<file path="config.mk">
export PLATFORM = sky130hd
export DESIGN_NAME = uart_cmd_parser
export DESIGN_NICKNAME = d
export VERILOG_FILES = /design/src/rtl/uart_pkg.sv /design/src/rtl/uart_tmo_cnt.sv /design/src/rtl/uart_cmd_parser.sv
export SDC_FILE = /design/constraint.sdc
export NUM_CORES = 1
export LEC_CHECK = 0
export CAP_MARGIN = 20
export CORE_MARGIN = 2
export CORE_UTILIZATION = 35
export DETAILED_ROUTE_END_ITERATION = 10
export SYNTH_ARGS = -nofsm -noshare
export SYNTH_HDL_FRONTEND = slang
export SYNTH_SLANG_ARGS = --single-unit
export TNS_END_PERCENT = 10
</file>
<file path="constraint.sdc">
create_clock -name clk -period 3.1 [get_ports clk]
set_input_delay 0.93 -clock clk [delete_from_list [all_inputs] [get_ports clk]]
set_output_delay 0.93 -clock clk [all_outputs]
set_load 0.01 [all_outputs]
</file>
<file path="src/rtl/uart_pkg.sv">
// rtl/uart_pkg.sv - shared UART packet framing constants, state encoding and error causes
package uart_pkg;

    localparam logic [7:0] HEADER_DEF = 8'hAA;

    localparam logic [1:0] ST_HUNT = 2'd0;
    localparam logic [1:0] ST_LEN  = 2'd1;
    localparam logic [1:0] ST_PAY  = 2'd2;
    localparam logic [1:0] ST_CHK  = 2'd3;

    // Error causes; the TX-side packet builder uses the same codes
    typedef enum logic [2:0] {
        ERR_NONE = 3'd0,
        ERR_CHK  = 3'd1,
        ERR_LEN  = 3'd2,
        ERR_FRM  = 3'd3,
        ERR_TMO  = 3'd4
    } err_cause_t;

endpackage

</file>
<file path="src/rtl/uart_tmo_cnt.sv">
// rtl/uart_tmo_cnt.sv - inter-byte timeout counter with a one-cycle expiry pulse
module uart_tmo_cnt #(
    parameter int TIMEOUT_CYC = 50000
) (
    input  logic clk,
    input  logic rst_n,
    input  logic en,
    input  logic clr,
    output logic expire
);

    localparam int CNT_W = (TIMEOUT_CYC > 1) ? $clog2(TIMEOUT_CYC) : 1;
    localparam logic [CNT_W-1:0] LAST = CNT_W'(TIMEOUT_CYC - 1);

    logic [CNT_W-1:0] cnt;

    // A byte arriving on the terminal count suppresses the expiry
    assign expire = en && !clr && (cnt == LAST);

    always_ff @(posedge clk or negedge rst_n) begin
        if (!rst_n) begin
            cnt <= '0;
        end else if (clr || !en || expire) begin
            cnt <= '0;
        end else begin
            cnt <= cnt + 1'b1;
        end
    end

endmodule

</file>
<file path="src/rtl/uart_cmd_parser.sv">
// rtl/uart_cmd_parser.sv - frames HEADER/LEN/payload/CHK byte packets into parallel command words
module uart_cmd_parser
    import uart_pkg::*;
#(
    parameter int         MAX_LEN     = 4,
    parameter logic [7:0] HEADER      = HEADER_DEF,
    parameter int         TIMEOUT_CYC = 50000
) (
    input  logic                   clk,
    input  logic                   rst_n,
    input  logic [7:0]             rx_data,
    input  logic                   rx_valid,
    input  logic                   rx_err,
    output logic [8*MAX_LEN-1:0]   pkt_data,
    output logic [3:0]             pkt_len,
    output logic                   pkt_valid,
    output logic                   chk_err,
    output logic                   len_err,
    output logic                   frm_err,
    output logic                   tmo_err,
    output logic                   busy
);

    localparam logic [7:0] MAX_LEN_B = 8'(MAX_LEN);

    logic [1:0]           state;
    logic [1:0]           state_nx;
    logic [3:0]           len_q;
    logic [3:0]           idx;
    logic [7:0]           acc;
    logic [7:0]           buf_q [MAX_LEN];
    logic [8*MAX_LEN-1:0] buf_flat;
    logic                 len_ok;
    logic                 pkt_ok;
    logic                 tmo_expire;
    err_cause_t           cause;

    uart_tmo_cnt #(
        .TIMEOUT_CYC(TIMEOUT_CYC)
    ) u_tmo_cnt (
        .clk    (clk),
        .rst_n  (rst_n),
        .en     (busy),
        .clr    (rx_valid),
        .expire (tmo_expire)
    );

    assign len_ok = (rx_data != 8'd0) && (rx_data <= MAX_LEN_B);

    always_comb begin
        buf_flat = '0;
        for (int i = 0; i < MAX_LEN; i++) begin
            buf_flat[8*i +: 8] = buf_q[i];
        end
    end

    // Framing errors outrank length/checksum checks; timeout only on idle cycles
    always_comb begin
        state_nx = state;
        cause    = ERR_NONE;
        pkt_ok   = 1'b0;
        if (rx_valid) begin
            case (state)
                ST_HUNT: if (!rx_err && rx_data == HEADER) state_nx = ST_LEN;
                ST_LEN: begin
                    if (rx_err)      cause    = ERR_FRM;
                    else if (len_ok) state_nx = ST_PAY;
                    else             cause    = ERR_LEN;
                end
                ST_PAY: begin
                    if (rx_err)                    cause    = ERR_FRM;
                    else if (idx == len_q - 4'd1)  state_nx = ST_CHK;
                end
                default: begin
                    if (rx_err)              cause  = ERR_FRM;
                    else if (rx_data == acc) pkt_ok = 1'b1;
                    else                     cause  = ERR_CHK;
                end
            endcase
        end else if (tmo_expire) begin
            cause = ERR_TMO;
        end
        if (cause != ERR_NONE || pkt_ok) state_nx = ST_HUNT;
    end

    always_ff @(posedge clk or negedge rst_n) begin
        if (!rst_n) begin
            state     <= ST_HUNT;
            busy      <= 1'b0;
            len_q     <= '0;
            idx       <= '0;
            acc       <= '0;
            pkt_data  <= '0;
            pkt_len   <= '0;
            pkt_valid <= 1'b0;
            chk_err   <= 1'b0;
            len_err   <= 1'b0;
            frm_err   <= 1'b0;
            tmo_err   <= 1'b0;
            for (int i = 0; i < MAX_LEN; i++) buf_q[i] <= '0;
        end else begin
            state     <= state_nx;
            busy      <= (state_nx != ST_HUNT);
            pkt_valid <= pkt_ok;
            chk_err   <= (cause == ERR_CHK);
            len_err   <= (cause == ERR_LEN);
            frm_err   <= (cause == ERR_FRM);
            tmo_err   <= (cause == ERR_TMO);
            if (rx_valid && !rx_err) begin
                case (state)
                    ST_HUNT: if (rx_data == HEADER) acc <= '0;
                    ST_LEN: begin
                        if (len_ok) begin
                            len_q <= rx_data[3:0];
                            acc   <= rx_data;
                            idx   <= '0;
                            for (int i = 0; i < MAX_LEN; i++) buf_q[i] <= '0;
                        end
                    end
                    ST_PAY: begin
                        for (int i = 0; i < MAX_LEN; i++) begin
                            if (idx == 4'(i)) buf_q[i] <= rx_data;
                        end
                        acc <= acc ^ rx_data;
                        idx <= idx + 4'd1;
                    end
                    default: ;
                endcase
            end
            if (pkt_ok) begin
                pkt_data <= buf_flat;
                pkt_len  <= len_q;
            end
        end
    end

endmodule

</file>
==> summary.md <==
| Metric | Value |
|---|---|
| Pwr Total | 0.00431 W |
| Number of buffers created by CTS | 9 |
| Dpl hpwl | 7.98 mm |
| Syn Area/Cell | 10.6 µm² |
| IO buf count | 53 |
| Row cnt | 44 |
| Slew Limit Fails | 0 |
| Die area | 15700 µm² |
| Largest net degree at the start of global routing | 49 |
| Post-Syn Area | 5130 µm² |
| Primary FF master, synth | dfrtp_1 |
| GR Overflow Total | 0 |
| Syn_nets | 506 |
| Final Hold Viols | 0 |
| CP arrival | 3.20 ns |
| # fillers | 1371 |
| Vias in the first global route | 3860 |
| RSZ-0062 raised after global routing | no |
| Worst-path fanout max | 7 |
| Fmax | 0.341 GHz |
| Chip Width | 125 µm |
| Crit end category | flip-flop |
| Worst Skew | 0.00609 ns |
| Post-synth EDFFs | 0 |
| Measured slew at the worst slew-check pin | 0.601 ns |
| Core area | 14400 µm² |
| Met1 usage | 20.4% |
| Syn Inst Count | 483 |
| Boundary Pins | 54 |
| Wire per inst | 15.5 µm |
| Slew headroom | 59.9% |
| First-pass DRT Iterations | 4 |
| Met2 Resource Use GR | 24.7% |
| Layout overhead on the synthesized area | 23.8% |
| Crit start category | primary input |
| M3 GR Usage | 3.51% |
| FF+latch count, synth | 108 |
| Leak pwr | 2.80 nW |
| WL final | 11.3 mm |
| Synth warn | 0 |
| CTS root buffer | clkbuf_16 |
| Layout cell share with drive strength beyond 1 | 15.8% |
| DR vias/cell | 5.21 |
| Setup Viol. Count Final | 0 |
| Final period util | 94.5% |
| Vias | 3805 |
| DRC Markers | 0 |
| Shortest period the worst path allows | 2.93 ns |
| Ant diodes | 0 |
| Fin Hold WS | 0.502 ns |
| Initial Util | 35.6% |
| Max Root-Sink Buffers | 2 |
| Critical path class | in -> reg |
| Hold-fix buffers at CTS | 0 |
| Post-synth cell types | 44 |
| GRT Max-Usage Layer | met2 |
| Global-route wire length before repair | 19.4 mm |
| Initial antenna violation count | 0 |
| Clk sinks | 108 |
| Outcome | finished clean |
| CTS clock-pin slew for the worst setup and hold paths | 0.07 ns |
| GPL Wtd Cong | 0.829 |
| Synth async-reset ratio | 100% |
| Max Cap Viol | 0 |
| Clock latency on the worst-skew pair | 0.35 ns |
| Clock H-tree levels | 3 |
| Die height | 125 µm |
| DRT antenna net count | 0 |
| CTS tree | done |
| Pwr/cell area | 678 nW/µm² |
| DRT iter0 DRCs | 184 |
| Final #Nets | 565 |
| Sequential area share after synthesis | 52.6% |
| Worst endpoint required time | 3.37 ns |
| Peak supply drop | 0.328 mV |
| Tot GR Track Use | 15.1% |
| Post-CTS setup buffer count | 0 |
| Hold crit path type | reg -> reg |
synth_stat cells, types with 3 or more instances:
library cell  instances  share of area, %
xor2_1                8               1.4
nor2b_1               3              0.37
nand2_1              57               4.2
nor3b_1               3              0.44
mux2_2               37               8.1
nor3_1                9              0.88
inv_1                18               1.3
nand4_1               6              0.73
dfrtp_1             108                53
o311ai_1             23               3.9
a21oi_1               3              0.29
nand2b_1              8              0.97
clkbuf_1             24               1.8
and3_1               12               1.5
or4b_1                3              0.58
nand3_1              35               3.4
nor4_1                3              0.37
xnor2_1              18               3.1
a221o_1              10               1.9
o21ai_0              13               1.3
buf_2                 5              0.49
ha_1                 11               2.7
and2_1                3              0.37
nor2_1               38               2.8
metrics by stage:
step,worst slack [ns],util (%),cell area [µm²],std cells,setup TNS [ns]
floorplan,0.198,-,5130,483,0
global placement,-0.265,41.6,6000,715,-9.81
detailed placement,-0.321,41.6,6000,715,-11.73
CTS,0.0480,44.0,6340,730,0
global route,0.0770,44.1,6360,730,0
finish,0.171,44.1,6360,730,0
final timing paths:
path / startpoint / endpoint / slack [ns] / cells after the start
worst min-delay path: u_tmo_cnt.cnt[0] / u_tmo_cnt.cnt[0] / 0.50 / 1
worst max-delay path: rx_data[4] / acc[3] / 0.17 / 6
max in group asynchronous: rst_n / u_tmo_cnt.cnt[8] / 1.83 / 2
worst min register to register: u_tmo_cnt.cnt[0] / u_tmo_cnt.cnt[0] / 0.50 / 1
min in group asynchronous: rst_n / pkt_data[9] / 0.54 / 1
worst max register to register: state[0] / busy / 0.93 / 7
power by group:
part           internal (W)  leakage [nW]  switching (W)
logic              0.000469          1.29       0.000604
clock network      0.000795         0.168       0.000525
registers           0.00167          1.34       0.000244
total               0.00294          2.80        0.00137
registers in the layout, summed over array words and instances (netlist names):
name and count:
busy 1, len_err 1, u_tmo_cnt.cnt 16, buf_flat 32
pkt_len 4, tmo_err 1, len_q 4, state 2
chk_err 1, pkt_valid 1, frm_err 1, acc 8
idx 4, pkt_data 32
repair_timing:
item / in CTS / in global routing
endpoints found under the setup margin: 0 / 16
hold endpoints to repair: 0 / 0
resized for setup: 0 / 4
cells in the final DEF, fill, tap and decap left out, types with 6 or more instances in the layout:
cell type and count:
nand2_1 57, o311ai_1 23, nor3_1 9, ha_1 11, a221o_1 10, mux2_2 37
and3_1 12, clkbuf_16 9, nor2_1 37, clkdlybuf4s50_1 51, inv_1 18, dfrtp_1 108
nand4_1 6, nand2b_1 8, o21ai_0 13, xor2_1 8, xnor2_1 18, buf_4 24
nand3_1 35
cells by family after synthesis:
| kind of cell | count (synthesis) | synth area share, % |
|---|---|---|
| AO/OA/AOI/OAI | 66 | 10.8 |
| XOR/XNOR | 26 | 4.43 |
| adder cells (fa/ha/maj) | 11 | 2.68 |
| buffers and inverters | 49 | 3.70 |
| flip-flops | 108 | 52.6 |
| multiplexers | 37 | 8.11 |
| AND/OR/NAND/NOR | 186 | 17.6 |
layer usage:
metal,share of wire (%),wire [µm]
met3,3.3,376
met2,47,5350
met1,48,5450
met5,0,0
met4,1.2,140
cell type report:
cell class                 instances  area, µm²  share of cell area, %
multi-input combinational        326       2260                   35.5
sequential                       108       2700                   42.5
clock buffer                       9        225                   3.54
inverter                          18       67.6                   1.06
tap                              184        230                   3.62
timing repair buffer              79        754                   11.9
clock inverter                     6        119                   1.87
worst max-delay path: stages:
cell and delay, ns:
clkdlybuf4s50_1 0.47, or4_4 0.53, o41ai_4 0.46, nand3_2 0.21, or4b_1 0.51, o21ai_0 0.09
(Power assumes the default switching activity.)
